[config.mk]
export PLATFORM = sky130hd
export DESIGN_NAME = tick_sequencer_flat
export DESIGN_NICKNAME = d
export VERILOG_FILES = /design/src/rtl/tick_sequencer_if.sv /design/src/rtl/tick_sequencer.sv /design/src/flat_wrapper.sv
export SDC_FILE = /design/constraint.sdc
export NUM_CORES = 1
export LEC_CHECK = 0
export BUFFER_PORTS_ARGS = -buffer_cell sky130_fd_sc_hd__buf_2
export CAP_MARGIN = 10
export CELL_PAD_IN_SITES_DETAIL_PLACEMENT = 0
export CELL_PAD_IN_SITES_GLOBAL_PLACEMENT = 1
export CORE_AREA = 2 2 94 73
export CTS_CLUSTER_SIZE = 12
export DETAILED_ROUTE_END_ITERATION = 7
export DIE_AREA = 0 0 96 75
export PLACE_DENSITY = 0.5
export SYNTH_ARGS = -nofsm -noshare
export SYNTH_HDL_FRONTEND = slang
export SYNTH_SLANG_ARGS = --single-unit
[constraint.sdc]
create_clock -name clk -period 6.75 [get_ports clk]
set_input_delay 1.35 -clock clk [delete_from_list [all_inputs] [get_ports clk]]
set_output_delay 1.35 -clock clk [all_outputs]
set_load 0.01 [all_outputs]
[src/rtl/tick_sequencer_if.sv]
// rtl/tick_sequencer_if.sv - tick input and light/status outputs of the tick sequencer
interface tick_sequencer_if;
  logic tick;
  logic red;
  logic green;
  logic yellow;
  logic early;
  logic late;
  logic fault;

  modport master (
    output tick,
    input  red, green, yellow, early, late, fault
  );

  modport slave (
    input  tick,
    output red, green, yellow, early, late, fault
  );
endinterface

[src/rtl/tick_sequencer.sv]
// rtl/tick_sequencer.sv - RED/GREEN/YELLOW phase sequencer driven by ticks
// with min/max gap supervision and a sticky fault state.
module tick_sequencer #(
  parameter int unsigned MIN_GAP  = 200001,
  parameter int unsigned MAX_GAP  = 200001,
  parameter int unsigned RED_T    = 3,
  parameter int unsigned GREEN_T  = 2,
  parameter int unsigned YELLOW_T = 1,
  parameter int unsigned CBITS    = 18
) (
  input logic              clk,
  input logic              rst,
  tick_sequencer_if.slave  bus
);

  localparam int unsigned MAXT = (RED_T > GREEN_T) ?
                                 ((RED_T > YELLOW_T) ? RED_T : YELLOW_T) :
                                 ((GREEN_T > YELLOW_T) ? GREEN_T : YELLOW_T);
  localparam int unsigned PW   = ($clog2(MAXT) < 2) ? 2 : $clog2(MAXT);

  localparam logic [CBITS-1:0] GCNT_SAT    = {CBITS{1'b1}};
  localparam logic [CBITS-1:0] MAX_GAP_C   = CBITS'(MAX_GAP);
  localparam logic [CBITS:0]   MIN_GAP_C   = (CBITS+1)'(MIN_GAP);
  localparam logic [PW-1:0]    RED_LAST    = PW'(RED_T - 1);
  localparam logic [PW-1:0]    GREEN_LAST  = PW'(GREEN_T - 1);
  localparam logic [PW-1:0]    YELLOW_LAST = PW'(YELLOW_T - 1);

  typedef enum logic [2:0] {
    S_IDLE   = 3'd0,
    S_RED    = 3'd1,
    S_GREEN  = 3'd2,
    S_YELLOW = 3'd3,
    S_FAULT  = 3'd4
  } state_t;

  state_t           state_q, state_d;
  logic [CBITS-1:0] gcnt_q, gcnt_d;
  logic [PW-1:0]    pcnt_q, pcnt_d;
  logic             armed_q, armed_d;
  logic             late_done_q, late_done_d;
  logic             red_q, red_d;
  logic             green_q, green_d;
  logic             yellow_q, yellow_d;
  logic             early_q, early_d;
  logic             late_q, late_d;
  logic             fault_q, fault_d;

  logic [CBITS:0]   gap;
  logic             tick_live;
  logic             early_hit;
  logic             late_hit;
  logic [PW-1:0]    phase_last;

  always_comb begin
    gap        = (CBITS+1)'(gcnt_q) + (CBITS+1)'(1);
    tick_live  = bus.tick && (state_q != S_FAULT);
    early_hit  = tick_live && armed_q && (gap < MIN_GAP_C);
    // late_done keeps a saturated counter parked on MAX_GAP from re-firing
    late_hit   = !bus.tick && (state_q != S_FAULT) &&
                 (gcnt_q == MAX_GAP_C) && !late_done_q;

    phase_last = RED_LAST;
    case (state_q)
      S_GREEN:  phase_last = GREEN_LAST;
      S_YELLOW: phase_last = YELLOW_LAST;
      default:  phase_last = RED_LAST;
    endcase
  end

  always_comb begin
    gcnt_d      = gcnt_q;
    late_done_d = late_done_q;
    armed_d     = armed_q | tick_live;

    if (bus.tick) begin
      gcnt_d      = '0;
      late_done_d = 1'b0;
    end else begin
      if (gcnt_q != GCNT_SAT) begin
        gcnt_d = gcnt_q + CBITS'(1);
      end
      if (late_hit) begin
        late_done_d = 1'b1;
      end
    end
  end

  always_comb begin
    state_d = state_q;
    pcnt_d  = pcnt_q;

    if (early_hit || late_hit) begin
      state_d = S_FAULT;
    end else if (tick_live) begin
      case (state_q)
        S_IDLE: begin
          state_d = S_RED;
          pcnt_d  = '0;
        end
        S_RED, S_GREEN, S_YELLOW: begin
          if (pcnt_q == phase_last) begin
            pcnt_d = '0;
            case (state_q)
              S_RED:   state_d = S_GREEN;
              S_GREEN: state_d = S_YELLOW;
              default: state_d = S_RED;
            endcase
          end else begin
            pcnt_d = pcnt_q + PW'(1);
          end
        end
        default: state_d = state_q;
      endcase
    end

    red_d    = (state_d == S_RED);
    green_d  = (state_d == S_GREEN);
    yellow_d = (state_d == S_YELLOW);
    early_d  = early_hit;
    late_d   = late_hit;
    fault_d  = fault_q | early_hit | late_hit;
  end

  always_ff @(posedge clk or negedge rst) begin
    if (!rst) begin
      state_q     <= S_IDLE;
      gcnt_q      <= '0;
      pcnt_q      <= '0;
      armed_q     <= 1'b0;
      late_done_q <= 1'b0;
      red_q       <= 1'b0;
      green_q     <= 1'b0;
      yellow_q    <= 1'b0;
      early_q     <= 1'b0;
      late_q      <= 1'b0;
      fault_q     <= 1'b0;
    end else begin
      state_q     <= state_d;
      gcnt_q      <= gcnt_d;
      pcnt_q      <= pcnt_d;
      armed_q     <= armed_d;
      late_done_q <= late_done_d;
      red_q       <= red_d;
      green_q     <= green_d;
      yellow_q    <= yellow_d;
      early_q     <= early_d;
      late_q      <= late_d;
      fault_q     <= fault_d;
    end
  end

  assign bus.red    = red_q;
  assign bus.green  = green_q;
  assign bus.yellow = yellow_q;
  assign bus.early  = early_q;
  assign bus.late   = late_q;
  assign bus.fault  = fault_q;

endmodule

[src/flat_wrapper.sv]
// flat-port wrapper written by rule: the top's interface ports become plain ports
module tick_sequencer_flat 
#(
  parameter int unsigned MIN_GAP  = 200001,
  parameter int unsigned MAX_GAP  = 200001,
  parameter int unsigned RED_T    = 3,
  parameter int unsigned GREEN_T  = 2,
  parameter int unsigned YELLOW_T = 1,
  parameter int unsigned CBITS    = 18
)
  (clk, rst, bus_tick, bus_red, bus_green, bus_yellow, bus_early, bus_late, bus_fault);
  tick_sequencer_if bus_i ();
  input logic clk;
  input logic rst;
  input wire logic [$bits(bus_i.tick)-1:0] bus_tick;
  output wire logic [$bits(bus_i.red)-1:0] bus_red;
  output wire logic [$bits(bus_i.green)-1:0] bus_green;
  output wire logic [$bits(bus_i.yellow)-1:0] bus_yellow;
  output wire logic [$bits(bus_i.early)-1:0] bus_early;
  output wire logic [$bits(bus_i.late)-1:0] bus_late;
  output wire logic [$bits(bus_i.fault)-1:0] bus_fault;
  assign bus_i.tick = bus_tick;
  assign bus_red = bus_i.red;
  assign bus_green = bus_i.green;
  assign bus_yellow = bus_i.yellow;
  assign bus_early = bus_i.early;
  assign bus_late = bus_i.late;
  assign bus_fault = bus_i.fault;
  tick_sequencer #(.MIN_GAP(MIN_GAP), .MAX_GAP(MAX_GAP), .RED_T(RED_T), .GREEN_T(GREEN_T), .YELLOW_T(YELLOW_T), .CBITS(CBITS)) u_core (.clk(clk), .rst(rst), .bus(bus_i));
endmodule
# [Yosys cells after proc, flatten, opt, wreduce, memory -nomap -nowiden]
# Cells that the tools add are included.
[op_classes] n_addsub=3 magnitude_cmp=1 n_eq_ne=10 muxes=12 n_bitwise=4 n_reduce_logical=15
[op_table] operator="18-bit two-way mux" n=2
[op_table] operator="18-bit by 1-bit adder with 19-bit output (second input constant)" n=1
[op_table] operator="19-bit by 18-bit < comparator with 1-bit output (second input constant)" n=1
[op_table] operator="18-bit by 1-bit adder with 18-bit output (second input constant)" n=1
[op_table] operator="18-bit equality test (second input constant)" n=1
[op_table] operator="18-bit != test (second input constant)" n=1
[op_table] operator="3-bit by 2-bit equality test with 1-bit output (second input constant)" n=4
[op_table] operator="2-bit case mux with 2 select lines" n=3
[op_table] operator="3-bit two-way mux" n=3
[op_table] operator="3-bit by 1-bit equality test with 1-bit output (second input constant)" n=2
[op_table] operator="1-bit logical AND" n=6
[op_table] operator="3-bit case mux with 2 select lines" n=1
[op_table] operator="2-bit nonzero test" n=3
[op_table] operator="3-bit logical NOT" n=1
[op_table] operator="3-bit != test (second input constant)" n=1
[op_table] operator="1-bit bitwise OR" n=3
[op_table] operator="3-bit AND reduction" n=1
[op_table] operator="3-bit OR reduction" n=1
[op_table] operator="2-bit by 1-bit adder with 2-bit output (second input constant)" n=1
[op_table] operator="2-bit equality test" n=1
[op_table] operator="1-bit logical NOT" n=2
[op_table] operator="1-bit two-way mux" n=2
[op_table] operator="2-bit two-way mux" n=1
[op_table] operator="1-bit logical OR" n=1
[op_table] operator="1-bit NOT" n=1
[totals] register_bits=31 input_bits=3 output_inout_bits=6 elab_cells=56

# [Logic depth before layout (Yosys ltp)]
# Gate-level depths: netlist of run 1.
[depth] depth_word=8 ltp_mapped=11 mapped_depth_nobuf=9

# [Worst setup path after synthesis of run 1]
# No wires, ideal clock.
[synth_timing] kind="register to register" startpoint="register u_core.gcnt_q[0]" endpoint="register u_core.fault_q (netlist: u_core.bus.fault)" setup_ps=131 arrival_ps=2527 t_required_ps=6619 setup_slack_ps=4092 stages_incl_launch_ff=12 path_buffers=3 synth_period_minus_slack_ps=2658 path_cell_list="dfrtp_1 ha_1 buf_4 and4_1 buf_4 nand2_1 a2111oi_0 or3_1 a211o_1 and3_1 buf_6 or3_1"
[synth_between] elab_chain_len=5 word_cells_on_any_way=8 classes_between="1 x add/sub; 1 x order compare; 1 x eq/ne; 2 x bitwise; 3 x reduce/logical"
[synth_lines] element="start: declaration" line="tick_sequencer.sv:37" source="logic [CBITS-1:0] gcnt_q, gcnt_d;"
[synth_lines] element="start signal: assignment" line="tick_sequencer.sv:139" source="gcnt_q <= gcnt_d;"
[synth_lines] element="18-bit by 1-bit adder with 19-bit output" line="tick_sequencer.sv:55" source="gap = (CBITS+1)'(gcnt_q) + (CBITS+1)'(1);"
[synth_lines] element="19-bit by 18-bit < comparator with 1-bit output" line="tick_sequencer.sv:57" source="early_hit = tick_live && armed_q && (gap < MIN_GAP_C);"
[synth_lines] element="1-bit logical AND" line="tick_sequencer.sv:57"
[synth_lines] element="net u_core.early_d" line="tick_sequencer.sv:44" source="logic early_q, early_d;"
[synth_lines] element="1-bit bitwise OR (2 in a row)" line="tick_sequencer.sv:121" source="fault_d = fault_q | early_hit | late_hit;"
[synth_lines] element="net u_core.fault_d" line="tick_sequencer.sv:46" source="logic fault_q, fault_d;"
[synth_lines] element="end signal: assignment" line="tick_sequencer.sv:148" source="fault_q <= fault_d;"
[synth_lines] element="end: declaration" line="tick_sequencer.sv:46"
# The timed path passes the listed nets, and every way through them passes these cells.
# A chain may end at the register's enable or synchronous reset.

# [Worst setup path after layout of run 1]
[layout_timing] startpoint="register u_core.gcnt_q[0]" endpoint="register u_core.fault_q (netlist: u_core.bus.fault)"
[layout_between] elab_chain_len=5 word_cells_on_any_way=8 classes_between="1 x add/sub; 1 x order compare; 1 x eq/ne; 2 x bitwise; 3 x reduce/logical"
[layout_lines] element="18-bit by 1-bit adder with 19-bit output" line="tick_sequencer.sv:55"
[layout_lines] element="19-bit by 18-bit < comparator with 1-bit output" line="tick_sequencer.sv:57"
[layout_lines] element="1-bit logical AND" line="tick_sequencer.sv:57"
[layout_lines] element="1-bit bitwise OR" line="tick_sequencer.sv:121"
[layout_lines] element="1-bit bitwise OR *" line="tick_sequencer.sv:121"
[layout_lines] element="net u_core.fault_d" line="tick_sequencer.sv:46"
# Mark *: on every way through the listed nets, which the timed path passes. The rest lies on a longest branch.

==> metrics.txt, run 1 <==
status=complete, no violations; non-filler cells, final=288; crit path capture type=flop; Gate power share=10.5%; ant diodes=0; worst reg2reg setup slack=3.51 ns; Hold Path End=u_core.armed_q$_DFF_PN0_; startpoint class of the critical path=flop; # setup viols final=0; Worst R2R End=u_core.bus.fault$_DFF_PN0_; Root Driver=clkbuf_8; Worst slew margin=42.10%; number of global-route vias before repair=1,462; Sum Neg Setup Slack=0 ns; r2r startpoint=u_core.gcnt_q[0]$_DFFE_PN0P_; min Tclk post-route=3.235 ns; Fin. Hold Viols=0; register area=775.7 um^2; WP data required=6.92 ns; cells on worst reg2reg path=6; Die X=96 um; register area share after synthesis=42.18%; top cells by area, synth=dfrtp_1 (42%), a21oi_1 (6.8%), nand2_1 (4.1%), xnor2_1 (3.8%), xor2_1 (2.9%); final WL=4460 um; Setup CP Type=flop to flop; cts repair resizes=0; vias=1,485; Hold Slack=0.4539 ns; Syn Std Cell Area=0.001839 mm^2; H-tree Lvls=2; Post-synth top cells=dfrtp_1 (31), a21oi_1 (25), nand2_1 (20); count leader, synth=dfrtp_1; Yosys warning count=0; Routed Antenna Nets=0; Leak=0.7657 nW; Arrival @ worst endpoint=3.40 ns; Inst Count DP=280; worst slew pin tran=0.8661 ns; Power Internal=0.0003242 W; Worst Skew=0.009890 ns; Iter 0 DRT Violations=101; cell taking the most area after synthesis=dfrtp_1; DRT Pass-1 Iters=4; HPWL Detailed=3146 um; initial antenna violation count=0; # clock sinks=31; die area=0.007200 mm^2; IO buf count=8; gp weighted congestion=0.7576; drt wl/cell=15.49 um; fin crit share=47.93%; P per Cell Area=218.2 mW/mm^2; hold path start=u_core.armed_q$_DFF_PN0_; number of top-level pins=9; area added between synthesis and finish=10.14%; CTS buffer count=5; area taken by multi-input logic gates=969.7 um^2; Reg power frac=47.2%; worst min-delay path category=flop to flop; Unique masters post-synth=48; CTS clk-pin slew, worst paths=0.08 ns; Max Root-Sink Buffers=2; synthesized instance count=201; Max-Cap Viols=0; drt drc=0; fillers=664; std cell rows=25; GRT Overall Usage=14.20%; CTS tree=done; grt total ovfl=0; worst slack, placed=3.516 ns; synthesized area per cell=9.151 um^2; Initial Utilization=29.55%; post-CTS setup buffers=0; Clock Latency Late Sink=0.29 ns; core area=0.006225 mm^2; share of cells above drive strength 1=12.56%; largest net degree at the start of global routing=32; hold buffers post-CTS=0; unrepaired setup endpoints after global routing=false; worst setup margin=3.515 ns; Yosys reg bits=31; Final Max Slew Viols=0; vias per inst=5.156; asr flop ratio synth=100.0%; die height=75 um; Post-synth top flop=dfrtp_1; NetSw=0.0001177 W; syn_nets=206; final net count=211; worst hold path depth=1; timing-limited maximum frequency=0.3091 GHz; largest fanout on the critical path=19; first-pass GRT wire length=7700 um; top cell type's share of synthesized area=42.18%; Switching Share=26.64%; VDD IR-drop max=0.00007190 V; Clk pwr share=42.4%; number of enable flip-flop cells after synthesis=0; post-layout util=32.54%
[stage by stage]
| step | cell area (um^2) | total power [W] |
|---|---|---|
| after detailed placement | 1913 | 0.0002581 |
| after global placement | 1913 | 0.0002589 |
| after global routing | 2026 | 0.0004620 |
| after floorplan | 1839 | 0.0002460 |
| after CTS | 2026 | 0.0004470 |
| final | 2026 | 0.0004420 |
[final cells by class]
class	instances	area share, %
flip-flops and latches	31	38.30
clock buffers	5	3.397
inverters	7	1.297
multi-input cells	153	47.87
well taps	81	5.003
clock inverters	3	2.162
repair buffers	8	1.977
[registers in the layout (all words and copies together), names as in the netlist]
signal / count
u_core.gcnt_q: 18
u_core.bus.yellow: 1
u_core.pcnt_q: 2
u_core.bus.green: 1
u_core.bus.fault: 1
u_core.bus.late: 1
u_core.late_done_q: 1
u_core.armed_q: 1
u_core.bus.early: 1
u_core.bus.red: 1
u_core.state_q: 3
[metal layers]
metal  global-route usage, %  routed length [um]  up-vias
li1                        -                   -      743
met1                   21.63                2462      715
met2                   19.98                1798       23
met3                   3.804                 161        4
met4                   3.175                  37        0
met5                       0                   0        -
[critical path: stages, from the launching register on]
cell	delay (ns)
dfrtp_1	0.46
ha_1	0.34
and4_1	0.42
nand3_1	0.69
and4_1	0.53
and3_1	0.29
or3_1	0.38
[power groups by stage]
stage          registers (W)  clock network [W]  logic (W)
6_report            0.000209           0.000187  0.0000462
5_1_grt             0.000210           0.000199  0.0000526
4_1_cts             0.000208           0.000192  0.0000470
3_5_place_dp        0.000212                  0  0.0000466
3_3_place_gp        0.000212                  0  0.0000471
2_1_floorplan       0.000209                  0  0.0000374
[worst max-delay path by stage]
| stage | start | endpoint | cells past startpoint |
|---|---|---|---|
| 6_report | u_core.gcnt_q[0]$_DFFE_PN0P_ | u_core.bus.fault$_DFF_PN0_ | 6 |
| 5_1_grt | u_core.gcnt_q[0]$_DFFE_PN0P_ | u_core.bus.fault$_DFF_PN0_ | 6 |
| 4_1_cts | u_core.gcnt_q[0]$_DFFE_PN0P_ | u_core.bus.fault$_DFF_PN0_ | 6 |
| 3_5_place_dp | u_core.gcnt_q[0]$_DFFE_PN0P_ | u_core.bus.fault$_DFF_PN0_ | 6 |
| 3_3_place_gp | bus_tick | u_core.bus.red$_DFF_PN0_ | 6 |
| 2_1_floorplan | u_core.gcnt_q[0]$_DFFE_PN0P_ | u_core.bus.fault$_DFF_PN0_ | 11 |
[cells by family (layout without fill, tap and decap cells)]
logic type | after synthesis | in the layout | synth area share [%]
AO/OA/AOI/OAI | 46 | 46 | 15.44
XOR/XNOR | 14 | 14 | 6.667
adder cells (fa/ha/maj) | 2 | 2 | 1.360
buffers and inverters | 17 | 23 | 5.102
flip-flops | 31 | 31 | 42.18
multiplexers | 4 | 4 | 2.245
AND/OR/NAND/NOR | 87 | 87 | 27.01
[cells in the final DEF (no fill, tap or decap), drive strengths merged, types with 6 or more instances in the layout]
cell,synthesis,final
nor4,8,8
nor2,11,11
buf,6,8
dfrtp,31,31
o21ai,6,6
nand3,9,9
inv,7,7
xnor2,8,8
xor2,6,6
a21oi,25,25
nor3,8,8
nand2,21,21
Note: power is estimated with default switching activity, not from simulation.
==> run 2, diff against run 1 <==
- ABC_AREA: default -> 1
- CORE_AREA: 2 2 94 73 -> 2 2 96 75
- DIE_AREA: 0 0 96 75 -> 0 0 98 77
- PLACE_DENSITY: 0.5 -> 0.51
- clock period: 6.75 -> 3.15 ns (I/O delays scaled with it)
==> metrics.txt, run 2 <==
grt total ovfl=0; min Tclk post-route=2.220 ns; crit path capture type=flop; Worst R2R End=u_core.bus.fault$_DFF_PN0_; worst setup margin=0.9305 ns; Sum Neg Setup Slack=0 ns; Syn Std Cell Area=0.001916 mm^2; worst slew pin tran=0.7382 ns; main combinational cell family by area after synthesis=simple AND/OR/NAND/NOR gates; CTS clk-pin slew, worst paths=0.07 ns; share of cells above drive strength 1=13.57%; unrepaired setup endpoints after global routing=false; drt drc=0; Post-synth top flop=dfrtp_1; VDD IR-drop max=0.0001477 V; Final Max Slew Viols=0; Yosys reg bits=31; Largest Register=u_core.gcnt_q; asr flop ratio synth=100.0%; CTS tree=done; Max Root-Sink Buffers=2; Pwr Total=0.0007881 W; vias per inst=4.670; Yosys warning count=0; Die X=98 um; final WL=5275 um; Root Driver=clkbuf_8; cts repair resizes=0; startpoint class of the critical path=flop; Cell Chain, Critical Path=ha_1 > nand2_1 > nor2_2 > nand2_2 > inv_2 > nand2_1 > nand2_1 > nand2_1 > nor2_1 > nand2_1 > nand2_1 > nand2_2 > nand2_4 > nand2_4 > or2_1; syn_nets=272; number of global-route vias before repair=1,615; number of top-level pins=9; core area=0.006604 mm^2; Unique masters post-synth=29; Synth Area in Simple Gates=39.71%; largest net degree at the start of global routing=32; largest fanout on the critical path=7; Initial Utilization=29.01%; synthesized instance count=267; top cells by area, synth=dfrtp_1 (40%), nand2_1 (13%), inv_1 (6.5%), nor2_1 (6.3%), nand3_1 (6.0%); die area=0.007546 mm^2; HPWL Detailed=4180 um; DRT Pass-1 Iters=4; Max-Cap Viols=0; adder-cell share of the synthesized area=1.306%; final net count=285; top cell type's share of synthesized area=40.50%; Arrival @ worst endpoint=2.38 ns; CTS buffer count=5; Setup CP Type=flop to flop; Synth Area in Compound Gates=8.491%; Routed Antenna Nets=0; Worst Skew=0.003834 ns; # clock sinks=31; max reg flops=18; gp weighted congestion=0.7984; cells on worst reg2reg path=15; worst slack, placed=0.9335 ns; post-layout util=32.42%; worst reg2reg setup slack=0.93 ns; Iter 0 DRT Violations=108; Fin. Hold Viols=0; cell taking the most area after synthesis=dfrtp_1; area added between synthesis and finish=11.76%; H-tree Lvls=2; Clock Latency Late Sink=0.28 ns; ant diodes=0; P per Cell Area=368.2 mW/mm^2; initial antenna violation count=0; biggest regs=u_core.gcnt_q (18), u_core.state_q (3), u_core.pcnt_q (2); first-pass GRT wire length=8873 um; post-synthesis mux area share=0%; IO buf count=8; die height=77 um; Synth Area in XOR/XNOR=2.743%; std cell rows=26; WP data required=3.31 ns; Critical Path Max Stage Delay=0.43 ns; # setup viols final=0; drt wl/cell=14.49 um; register area share after synthesis=40.50%; hold buffers post-CTS=0; Post-synth top cells=nand2_1 (67), inv_1 (33), nor2_1 (32); status=complete, no violations; most common cell after layout, fill and taps aside=nand2_1; vias=1,700; Leak=0.9869 nW; count leader, synth=nand2_1; most frequent cells in the layout=nand2_1 (67), inv_1 (33), nor2_1 (32); number of enable flip-flop cells after synthesis=0; most frequent CP cell=nand2_1; fin crit share=70.46%; timing-limited maximum frequency=0.4505 GHz; synthesized area per cell=7.174 um^2; post-CTS setup buffers=0; r2r startpoint=u_core.gcnt_q[0]$_DFFE_PN0P_; slowest stage cell, crit path=dfrtp_1; worst min-delay path category=primary input to asynchronous set/reset pin; Worst slew margin=50.79%; GRT Overall Usage=15.28%
run 2: area by class of cell:
type                            instances  area [um^2]
Timing Repair Buffer                    8        40.04
Sequential cell                        31        775.7
Clock inverter                          1        5.005
Tap cell                               84        105.1
Multi-Input combinational cell        199         1001
Clock buffer                            6        82.58
Fill cell                             733         4463
Inverter                               35        131.4
run 2: metrics by stage:
step | hold WS, ns | instances | instance area, um^2
2_1_floorplan | 0.3344 | 267 | 1916
3_3_place_gp | 0.4177 | 357 | 2053
3_5_place_dp | 0.4285 | 357 | 2053
4_1_cts | 0.4385 | 364 | 2141
5_1_grt | 0.4553 | 364 | 2141
6_report | 0.4113 | 364 | 2141
run 2: logic make-up after synthesis:
| family | Yosys count |
|---|---|
| compound gates | 28 |
| simple gates | 163 |
| flops | 31 |
| xor+xnor | 6 |
| fa+ha+maj | 2 |
| buf+inv | 37 |
run 2: per-layer routing:
metal  share of wire (%)  GRT usage (%)
met5                   0              0
met1                  55          25.41
met2                  39          19.66
met4                0.72          2.500
met3                 5.6          3.555
run 2: critical path: cells and delay by family (launching register included):
family                   cells  cell delay (ns)
buffers and inverters        1             0.10
flip-flops                   1             0.43
adder cells (fa/ha/maj)      1             0.22
AND/OR/NAND/NOR             13             1.36
run 2: how the worst max path moves through the flow:
stage / start / end / slack [ns]
floorplan: u_core.gcnt_q[0]$_DFFE_PN0P_ / u_core.bus.fault$_DFF_PN0_ / 1.30
global placement: u_core.gcnt_q[0]$_DFFE_PN0P_ / u_core.bus.fault$_DFF_PN0_ / 0.94
detailed placement: u_core.gcnt_q[0]$_DFFE_PN0P_ / u_core.bus.fault$_DFF_PN0_ / 0.93
CTS: u_core.gcnt_q[0]$_DFFE_PN0P_ / u_core.bus.fault$_DFF_PN0_ / 0.91
global route: u_core.gcnt_q[0]$_DFFE_PN0P_ / u_core.bus.fault$_DFF_PN0_ / 0.64
finish: u_core.gcnt_q[0]$_DFFE_PN0P_ / u_core.bus.fault$_DFF_PN0_ / 0.93
run 2: power breakdown:
group / internal, W / switching, W / total (W)
Combinational: 0.0000171 / 0.0000414 / 0.0000585
Sequential: 0.000407 / 0.00000671 / 0.000413
Clock: 0.000171 / 0.000145 / 0.000316
Total: 0.000595 / 0.000193 / 0.000788
==> run 3, diff against run 2 <==
- PLACE_DENSITY: 0.51 -> 0.54
- clock period: 3.15 -> 2 ns (I/O delays scaled with it)
==> metrics.txt, run 3 (synthesized netlist as in run 2, its figures left out) <==
Worst slew margin=49.91%; ant diodes=0; Final Max Slew Viols=0; die area=0.007546 mm^2; Max Root-Sink Buffers=2; placed inst area=0.002211 mm^2; CTS clk-pin slew, worst paths=0.07 ns; die height=77 um; IO buf count=8; # clock sinks=31; Clock Latency Late Sink=0.28 ns; final WL=5445 um; worst setup margin=-0.008636 ns; gp weighted congestion=0.8468; CTS tree=done; HPWL Detailed=4209 um; biggest regs=u_core.gcnt_q (18), u_core.state_q (3), u_core.pcnt_q (2); core area=0.006604 mm^2; vias per inst=4.595; DRT Pass-1 Iters=5; drt wl/cell=14.03 um; P per Cell Area=524.5 mW/mm^2; most common cell after layout, fill and taps aside=nand2_1; fin crit share=100.4%; min Tclk post-route=2.009 ns; grt total ovfl=0; cells on worst reg2reg path=13; most frequent cells in the layout=nand2_1 (61), inv_1 (31), dfrtp_1 (30); # setup viols final=1; initial antenna violation count=0; largest net degree at the start of global routing=32; post-layout util=37.32%; largest fanout on the critical path=7; crit path capture type=flop; worst slack, placed=-0.08690 ns; Setup CP Type=flop to flop; drt drc=0; Sum Neg Setup Slack=-0.008636 ns; Largest Register=u_core.gcnt_q; max reg flops=18; Design Area, Final=0.002465 mm^2; Arrival @ worst endpoint=2.18 ns; worst min-delay path category=primary input to asynchronous set/reset pin; vias=1,783; startpoint class of the critical path=flop; status=finished, violations left; Leak=1.154 nW; final net count=309; Worst Skew=0.004924 ns; unrepaired setup endpoints after global routing=true; share of cells above drive strength 1=27.30%; WP data required=2.17 ns; Iter 0 DRT Violations=88; Root Driver=clkbuf_8; CTS buffer count=5; number of global-route vias before repair=1,767; GRT Overall Usage=15.30%; Routed Antenna Nets=0; Initial Utilization=29.01%; first-pass GRT wire length=9039 um; H-tree Lvls=2; hold buffers post-CTS=0; timing-limited maximum frequency=0.4979 GHz; Die X=98 um; area added between synthesis and finish=28.67%; Max-Cap Viols=0; Fin. Hold Viols=0; VDD IR-drop max=0.0002309 V; std cell rows=26; worst slew pin tran=0.7514 ns; failing checks=negative setup slack; number of top-level pins=9
run 3: stage by stage:
stage | cells | hold slack [ns] | total power (W)
after floorplan | 267 | 0.1044 | 0.0007177
after global placement | 378 | 0.4318 | 0.0007797
after detailed placement | 378 | 0.4352 | 0.0007773
after CTS | 385 | 0.2126 | 0.001299
after global routing | 388 | 0.2349 | 0.001363
final | 388 | 0.1848 | 0.001293
run 3: final cells by class:
type                            count  area, um^2
Tap cell                           84       105.1
Inverter                           35       131.4
Clock buffer                        6       82.58
Multi-Input combinational cell    199        1129
Clock inverter                      1       5.005
Sequential cell                    31       777.0
Timing Repair Buffer               32       235.2
Fill cell                         714        4139
run 3: where the power goes:
group | internal (W) | total [W] | switching [W] | leakage (nW)
logic | 0.0000546 | 0.000133 | 0.0000786 | 0.693
registers | 0.000641 | 0.000653 | 0.0000121 | 0.414
clock network | 0.000270 | 0.000507 | 0.000237 | 0.0470
total | 0.000965 | 0.00129 | 0.000328 | 1.15
run 3: final timing paths:
path | end | start | slack, ns
max reg2reg | u_core.bus.fault$_DFF_PN0_ | u_core.gcnt_q[0]$_DFFE_PN0P_ | -0.009
max | u_core.bus.fault$_DFF_PN0_ | u_core.gcnt_q[0]$_DFFE_PN0P_ | -0.009
max in group asynchronous | u_core.gcnt_q[2]$_DFFE_PN0P_ | rst | 1.29
min reg2reg | u_core.bus.late$_DFF_PN0_ | u_core.late_done_q$_DFFE_PN0P_ | 0.44
min in group clk | u_core.gcnt_q[14]$_DFFE_PN0P_ | bus_tick | 0.43
min | u_core.gcnt_q[17]$_DFFE_PN0P_ | rst | 0.18
run 3: critical path: stages, from the launching register on:
cell and delay (ns):
dfrtp_1 0.41, ha_4 0.17, nand2_2 0.08, nor2_4 0.16, nand2_4 0.09, o21bai_2 0.14
nand2_1 0.11, nor2_1 0.12, nand2_1 0.07, nor2_2 0.12, nand2_2 0.07, nand2_4 0.11
nand2_4 0.05, or2_1 0.20
run 3: layer usage:
metal	part of all wire [%]	GRT usage [%]
met4	0.94	3.333
met3	3.5	3.282
met2	42	22.81
met1	53	22.66
met5	0	0
run 3: repair_timing:
| action | 4_1_cts | 5_1_grt |
|---|---|---|
| resized for setup | 10 | 26 |
| setup endpoints to repair | 9 | 11 |
| pin swaps | 5 | 11 |
| setup buffers | 0 | 3 |
